`src/rtl/des_key_scheduler.sv`:
```
// des_key_scheduler: steps the DES C||D key register once per round and emits PC-2 subkeys over valid/ready.
// Build option: define DES_DECRYPT_EN to add the decrypt port (reverse-order schedule K16..K1).
module des_key_scheduler #(
    parameter int KEY_W    = 56,
    parameter int SUBKEY_W = 48,
    parameter int ROUNDS   = 16
) (
    input  logic                clk,
    input  logic                rst,
    input  logic                start,
    input  logic                abort,
    input  logic [KEY_W-1:0]    key_in,
`ifdef DES_DECRYPT_EN
    input  logic                decrypt,
`endif
    input  logic                key_ready,
    output logic [SUBKEY_W-1:0] round_key,
    output logic [4:0]          round_idx,
    output logic                key_valid,
    output logic                busy,
    output logic                done
);

    localparam int         HALF = KEY_W / 2;
    localparam logic [4:0] LAST = 5'(ROUNDS);

    typedef enum logic {IDLE, RUN} state_t;

    state_t           state, state_next;
    logic [KEY_W-1:0] cd, cd_next;
    logic [4:0]       idx_next;
    logic             done_next;
    logic             reverse, reverse_next;
    logic             rev_start;
    logic             transfer;

    function automatic logic single_shift(input logic [4:0] r);
        return (r == 5'd1) || (r == 5'd2) || (r == 5'd9) || (r == 5'd16);
    endfunction

    // Both 28-bit halves rotate independently; bits leaving one end re-enter at the other.
    function automatic logic [KEY_W-1:0] rotl(input logic [KEY_W-1:0] x, input logic one);
        logic [HALF-1:0] hi;
        logic [HALF-1:0] lo;
        hi = x[KEY_W-1:HALF];
        lo = x[HALF-1:0];
        if (one) begin
            hi = {hi[HALF-2:0], hi[HALF-1]};
            lo = {lo[HALF-2:0], lo[HALF-1]};
        end else begin
            hi = {hi[HALF-3:0], hi[HALF-1:HALF-2]};
            lo = {lo[HALF-3:0], lo[HALF-1:HALF-2]};
        end
        return {hi, lo};
    endfunction

    function automatic logic [KEY_W-1:0] rotr(input logic [KEY_W-1:0] x, input logic one);
        logic [HALF-1:0] hi;
        logic [HALF-1:0] lo;
        hi = x[KEY_W-1:HALF];
        lo = x[HALF-1:0];
        if (one) begin
            hi = {hi[0], hi[HALF-1:1]};
            lo = {lo[0], lo[HALF-1:1]};
        end else begin
            hi = {hi[1:0], hi[HALF-1:2]};
            lo = {lo[1:0], lo[HALF-1:2]};
        end
        return {hi, lo};
    endfunction

    // Standard PC-2 table; table bit n (1 = leftmost) is k[56-n].
    function automatic logic [SUBKEY_W-1:0] pc2(input logic [KEY_W-1:0] k);
        return {k[42], k[39], k[45], k[32], k[55], k[51],
                k[53], k[28], k[41], k[50], k[35], k[46],
                k[33], k[37], k[44], k[52], k[30], k[48],
                k[40], k[49], k[29], k[36], k[43], k[54],
                k[15], k[4],  k[25], k[19], k[9],  k[1],
                k[26], k[16], k[5],  k[11], k[23], k[8],
                k[12], k[7],  k[17], k[0],  k[22], k[3],
                k[10], k[14], k[6],  k[20], k[27], k[24]};
    endfunction

`ifdef DES_DECRYPT_EN
    assign rev_start = decrypt;
`else
    assign rev_start = 1'b0;
`endif

    assign key_valid = (state == RUN);
    assign busy      = (state == RUN);
    assign transfer  = key_valid & key_ready;
    assign round_key = pc2(cd);

    always_comb begin
        state_next   = state;
        cd_next      = cd;
        idx_next     = round_idx;
        done_next    = 1'b0;
        reverse_next = reverse;
        case (state)
            IDLE: begin
                if (start) begin
                    state_next   = RUN;
                    reverse_next = rev_start;
                    // Decrypt starts at K16, whose C||D equals the loaded key (total shift is 28).
                    if (rev_start) begin
                        cd_next  = key_in;
                        idx_next = LAST;
                    end else begin
                        cd_next  = rotl(key_in, 1'b1);
                        idx_next = 5'd1;
                    end
                end
            end
            RUN: begin
                if (abort) begin
                    state_next = IDLE;
                    idx_next   = '0;
                end else if (transfer) begin
                    if (round_idx == (reverse ? 5'd1 : LAST)) begin
                        state_next = IDLE;
                        idx_next   = '0;
                        done_next  = 1'b1;
                    end else if (reverse) begin
                        cd_next  = rotr(cd, single_shift(round_idx));
                        idx_next = round_idx - 5'd1;
                    end else begin
                        cd_next  = rotl(cd, single_shift(round_idx + 5'd1));
                        idx_next = round_idx + 5'd1;
                    end
                end
            end
            default: state_next = IDLE;
        endcase
    end

    always_ff @(posedge clk or posedge rst) begin
        if (rst) begin
            state     <= IDLE;
            cd        <= '0;
            round_idx <= '0;
            done      <= 1'b0;
            reverse   <= 1'b0;
        end else begin
            state     <= state_next;
            cd        <= cd_next;
            round_idx <= idx_next;
            done      <= done_next;
            reverse   <= reverse_next;
        end
    end

endmodule

```
`config.mk`:
```
export PLATFORM = sky130hd
export DESIGN_NAME = des_key_scheduler
export DESIGN_NICKNAME = d
export VERILOG_FILES = /design/src/rtl/des_key_scheduler.sv
export SDC_FILE = /design/constraint.sdc
export NUM_CORES = 1
export LEC_CHECK = 0
export BUFFER_PORTS_ARGS = -buffer_cell sky130_fd_sc_hd__buf_4
export CAP_MARGIN = 20
export CELL_PAD_IN_SITES_DETAIL_PLACEMENT = 1
export CELL_PAD_IN_SITES_GLOBAL_PLACEMENT = 1
export CORE_MARGIN = 2
export CORE_UTILIZATION = 44
export CTS_CLUSTER_DIAMETER = 30
export DETAILED_ROUTE_END_ITERATION = 6
export HOLD_SLACK_MARGIN = 0.06
export PLACE_DENSITY = 0.92
export SLEW_MARGIN = 10
export SYNTH_ARGS = -nofsm -noshare
export SYNTH_HDL_FRONTEND = slang
export SYNTH_SLANG_ARGS = --single-unit
```
`constraint.sdc`:
```
create_clock -name clk -period 6.3 [get_ports clk]
set_clock_uncertainty 0.2 [all_clocks]
set_input_delay 0.945 -clock clk [delete_from_list [all_inputs] [get_ports clk]]
set_output_delay 0.945 -clock clk [all_outputs]
set_load 0.005 [all_outputs]
```
==> results.sh <==
export IMPL_worst_hold_path_type="flop to flop"
export IMPL_netlist_instances=681
export IMPL_grt_overflow=0
export IMPL_tightest_slew_ps=1130
export IMPL_p_total_mw=2.75
export IMPL_fmax_mhz=261
export IMPL_cp_startpoint="round_idx[0]$_DFFE_PP0P_"
export IMPL_hold_buffers=0
export IMPL_cap_violations=0
export IMPL_r2r_start="round_idx[0]$_DFFE_PP0P_"
export IMPL_io_pins=117
export IMPL_cts_clk_slew_worst_paths_ps=60
export IMPL_root_buffer="clkbuf_16"
export IMPL_final_nets=771
export IMPL_cts_tree="built"
export IMPL_synth_edf_count=0
export IMPL_required_ps=6310
export IMPL_crit_type="flop to flop"
export IMPL_track_usage_pct=26.9
export IMPL_arrival_ps=3850
export IMPL_clock_latency_ps=340
export IMPL_period_minus_slack_ps=3840
export IMPL_ys_types=36
export IMPL_synth_top_area_share_pct=29.1
export IMPL_finalCritPeriodShare_pct=60.9
export IMPL_cp_max_fo=58
export IMPL_drt_iter0_markers=638
export IMPL_slew_viol_final=0
export IMPL_areaGrowthSynthToFinish_pct=14.3
export IMPL_yosysSeqAreaShare_pct=29.1
export IMPL_finalHoldViolations=0
export IMPL_dr_pass1_iters=7
export IMPL_synth_largest_area_cell="dfrtp_1"
export IMPL_post_route_util_pct=51.5
export IMPL_h_tree_depth=3
export IMPL_yosys_cell_count_top_type="nor2_1"
export IMPL_synth_seq_cells=63
export IMPL_wirelength_um=18000
export IMPL_core_um2=12000
export IMPL_avgSynthCellArea_um2=7.94
export IMPL_cts_buffer_depth=2
export IMPL_hp_start="round_idx[3]$_DFFE_PP0P_"
export IMPL_syn_cell_area_um2=5410
export IMPL_crit_path_end_kind="flop"
export IMPL_die_w_um=115
export IMPL_status="finished, violations left"
export IMPL_post_route_drc_count=20
export IMPL_post_cts_setup_buffer_count=0
export IMPL_dp_hpwl_um=11000
export IMPL_initial_core_util_pct=45.0
export IMPL_cts_resized=0
export IMPL_startpoint_type="flop"
export IMPL_rsz0062_at_grt="no"
export IMPL_power_density_nw_per_um2=445
export IMPL_num_vias=5528
export IMPL_cts_buffers=9
export IMPL_place_congestion=0.857
export IMPL_ant_nets=0
export IMPL_die_h_um=115
export IMPL_rrSetupSlack_ps=2460
export IMPL_fillCellCount=1448
export IMPL_holdPathStages=1
export IMPL_wire_per_inst_um=21.0
export IMPL_violations="design-rule violations"
export IMPL_grt_pass1_wl_um=28500
export IMPL_num_rows=40
export IMPL_ir_drop_v=0.000203
export IMPL_ys_warn_count=0
export IMPL_drive_gt1_share_pct=20.6
export IMPL_die_area_um2=13200
export IMPL_p_leak_nw=2.86
export IMPL_r2r_cells=8
export IMPL_vias_per_cell=6.45
export IMPL_synth_top_cells_by_count="nor2_1, nand2_1, dfrtp_1"
export IMPL_setup_viol=0
export IMPL_fin_setup_tns_ps=0
export IMPL_diodes=0
export IMPL_cts_sinks=63
export IMPL_relSlewSlack_pct=24.7
export IMPL_async_flop_share_pct=100
export IMPL_grt_max_degree=112
export IMPL_io_buffers=116
export IMPL_synthFlopType="dfrtp_1"
export IMPL_antenna_found_initial=0
export IMPL_synth_top_cells_by_area="dfrtp_1, mux2i_1, a222oi_1"
export IMPL_synth_nets=746
export IMPL_grt_pass1_vias=5581
layout make-up:
cell class / count / area (um^2) / area share (%)
Clock inverter: 1 / 5.00 / 0.0809
Sequential cell: 63 / 1580 / 25.5
Timing Repair Buffer: 125 / 958 / 15.5
Multi-Input combinational cell: 446 / 2980 / 48.1
Clock buffer: 14 / 254 / 4.11
Inverter: 61 / 229 / 3.70
Tap cell: 147 / 184 / 2.97
logic make-up after synthesis:
kind of cell	Yosys count	share of synthesized area [%]
compound gates	190	28.4
fa+ha+maj	4	0.925
buf+inv	172	16.6
flops	63	29.1
mux	55	10.2
simple gates	197	14.8
worst max-delay path, cell delays in order (launching register included):
cell and delay [ps]:
dfrtp_1 470, inv_1 100, ha_1 270, nand4bb_4 780
nand2_2 910, buf_4 490, a221oi_1 170, mux2i_1 180
nand3_1 100
placed cells by master (no fill, tap or decap), types with 2 or more instances in the layout:
cell type	count
nor3_1	2
o211ai_1	2
a21o_1	2
clkbuf_16	9
buf_4	124
inv_1	60
nand2b_1	5
nor2_1	111
a221oi_1	2
a211oi_1	56
nand3_1	3
nand2_1	64
a21oi_1	5
a222oi_1	53
dfrtp_1	62
ha_1	4
a22oi_1	54
clkbuf_1	4
mux2i_1	55
o21ai_0	9
report_power, final:
part	total, mW	internal (mW)	leakage, nW	switching, mW
clock	0.463	0.275	0.127	0.188
sequential	0.782	0.596	0.731	0.186
combinational	1.50	0.696	2.00	0.808
path summary, 6_finish.rpt:
| check | endpoint |
|---|---|
| min reg2reg | round_idx[3]$_DFFE_PP0P_ |
| max | cd[39]$_DFFE_PP0P_ |
| max in group asynchronous | busy$_DFF_PP0_ |
| min in group asynchronous | cd[14]$_DFFE_PP0P_ |
| min | round_idx[3]$_DFFE_PP0P_ |
| max reg2reg | cd[39]$_DFFE_PP0P_ |
registers in the layout (all words and copies together) (netlist names):
| name | flops |
|---|---|
| done | 1 |
| busy | 1 |
| round_idx | 5 |
| cd | 56 |
metal layers:
metal / track usage, % / share of wire, %
met5: 0 / 0
met4: 10.0 / 2.4
met2: 44.1 / 49
met1: 36.5 / 42
met3: 3.43 / 6.2
stage by stage:
stage                     cells  worst slack [ps]  hold slack (ps)  instance area [um^2]
after floorplan             681              3590              340                  5410
after global placement      841              2680              390                  5900
after detailed placement    841              2600              398                  5900
after CTS                   856              2570              408                  6160
after global routing        857              2300              455                  6180
final                       857              2460              407                  6180
No activity file was read; power rests on OpenSTA's default activity.
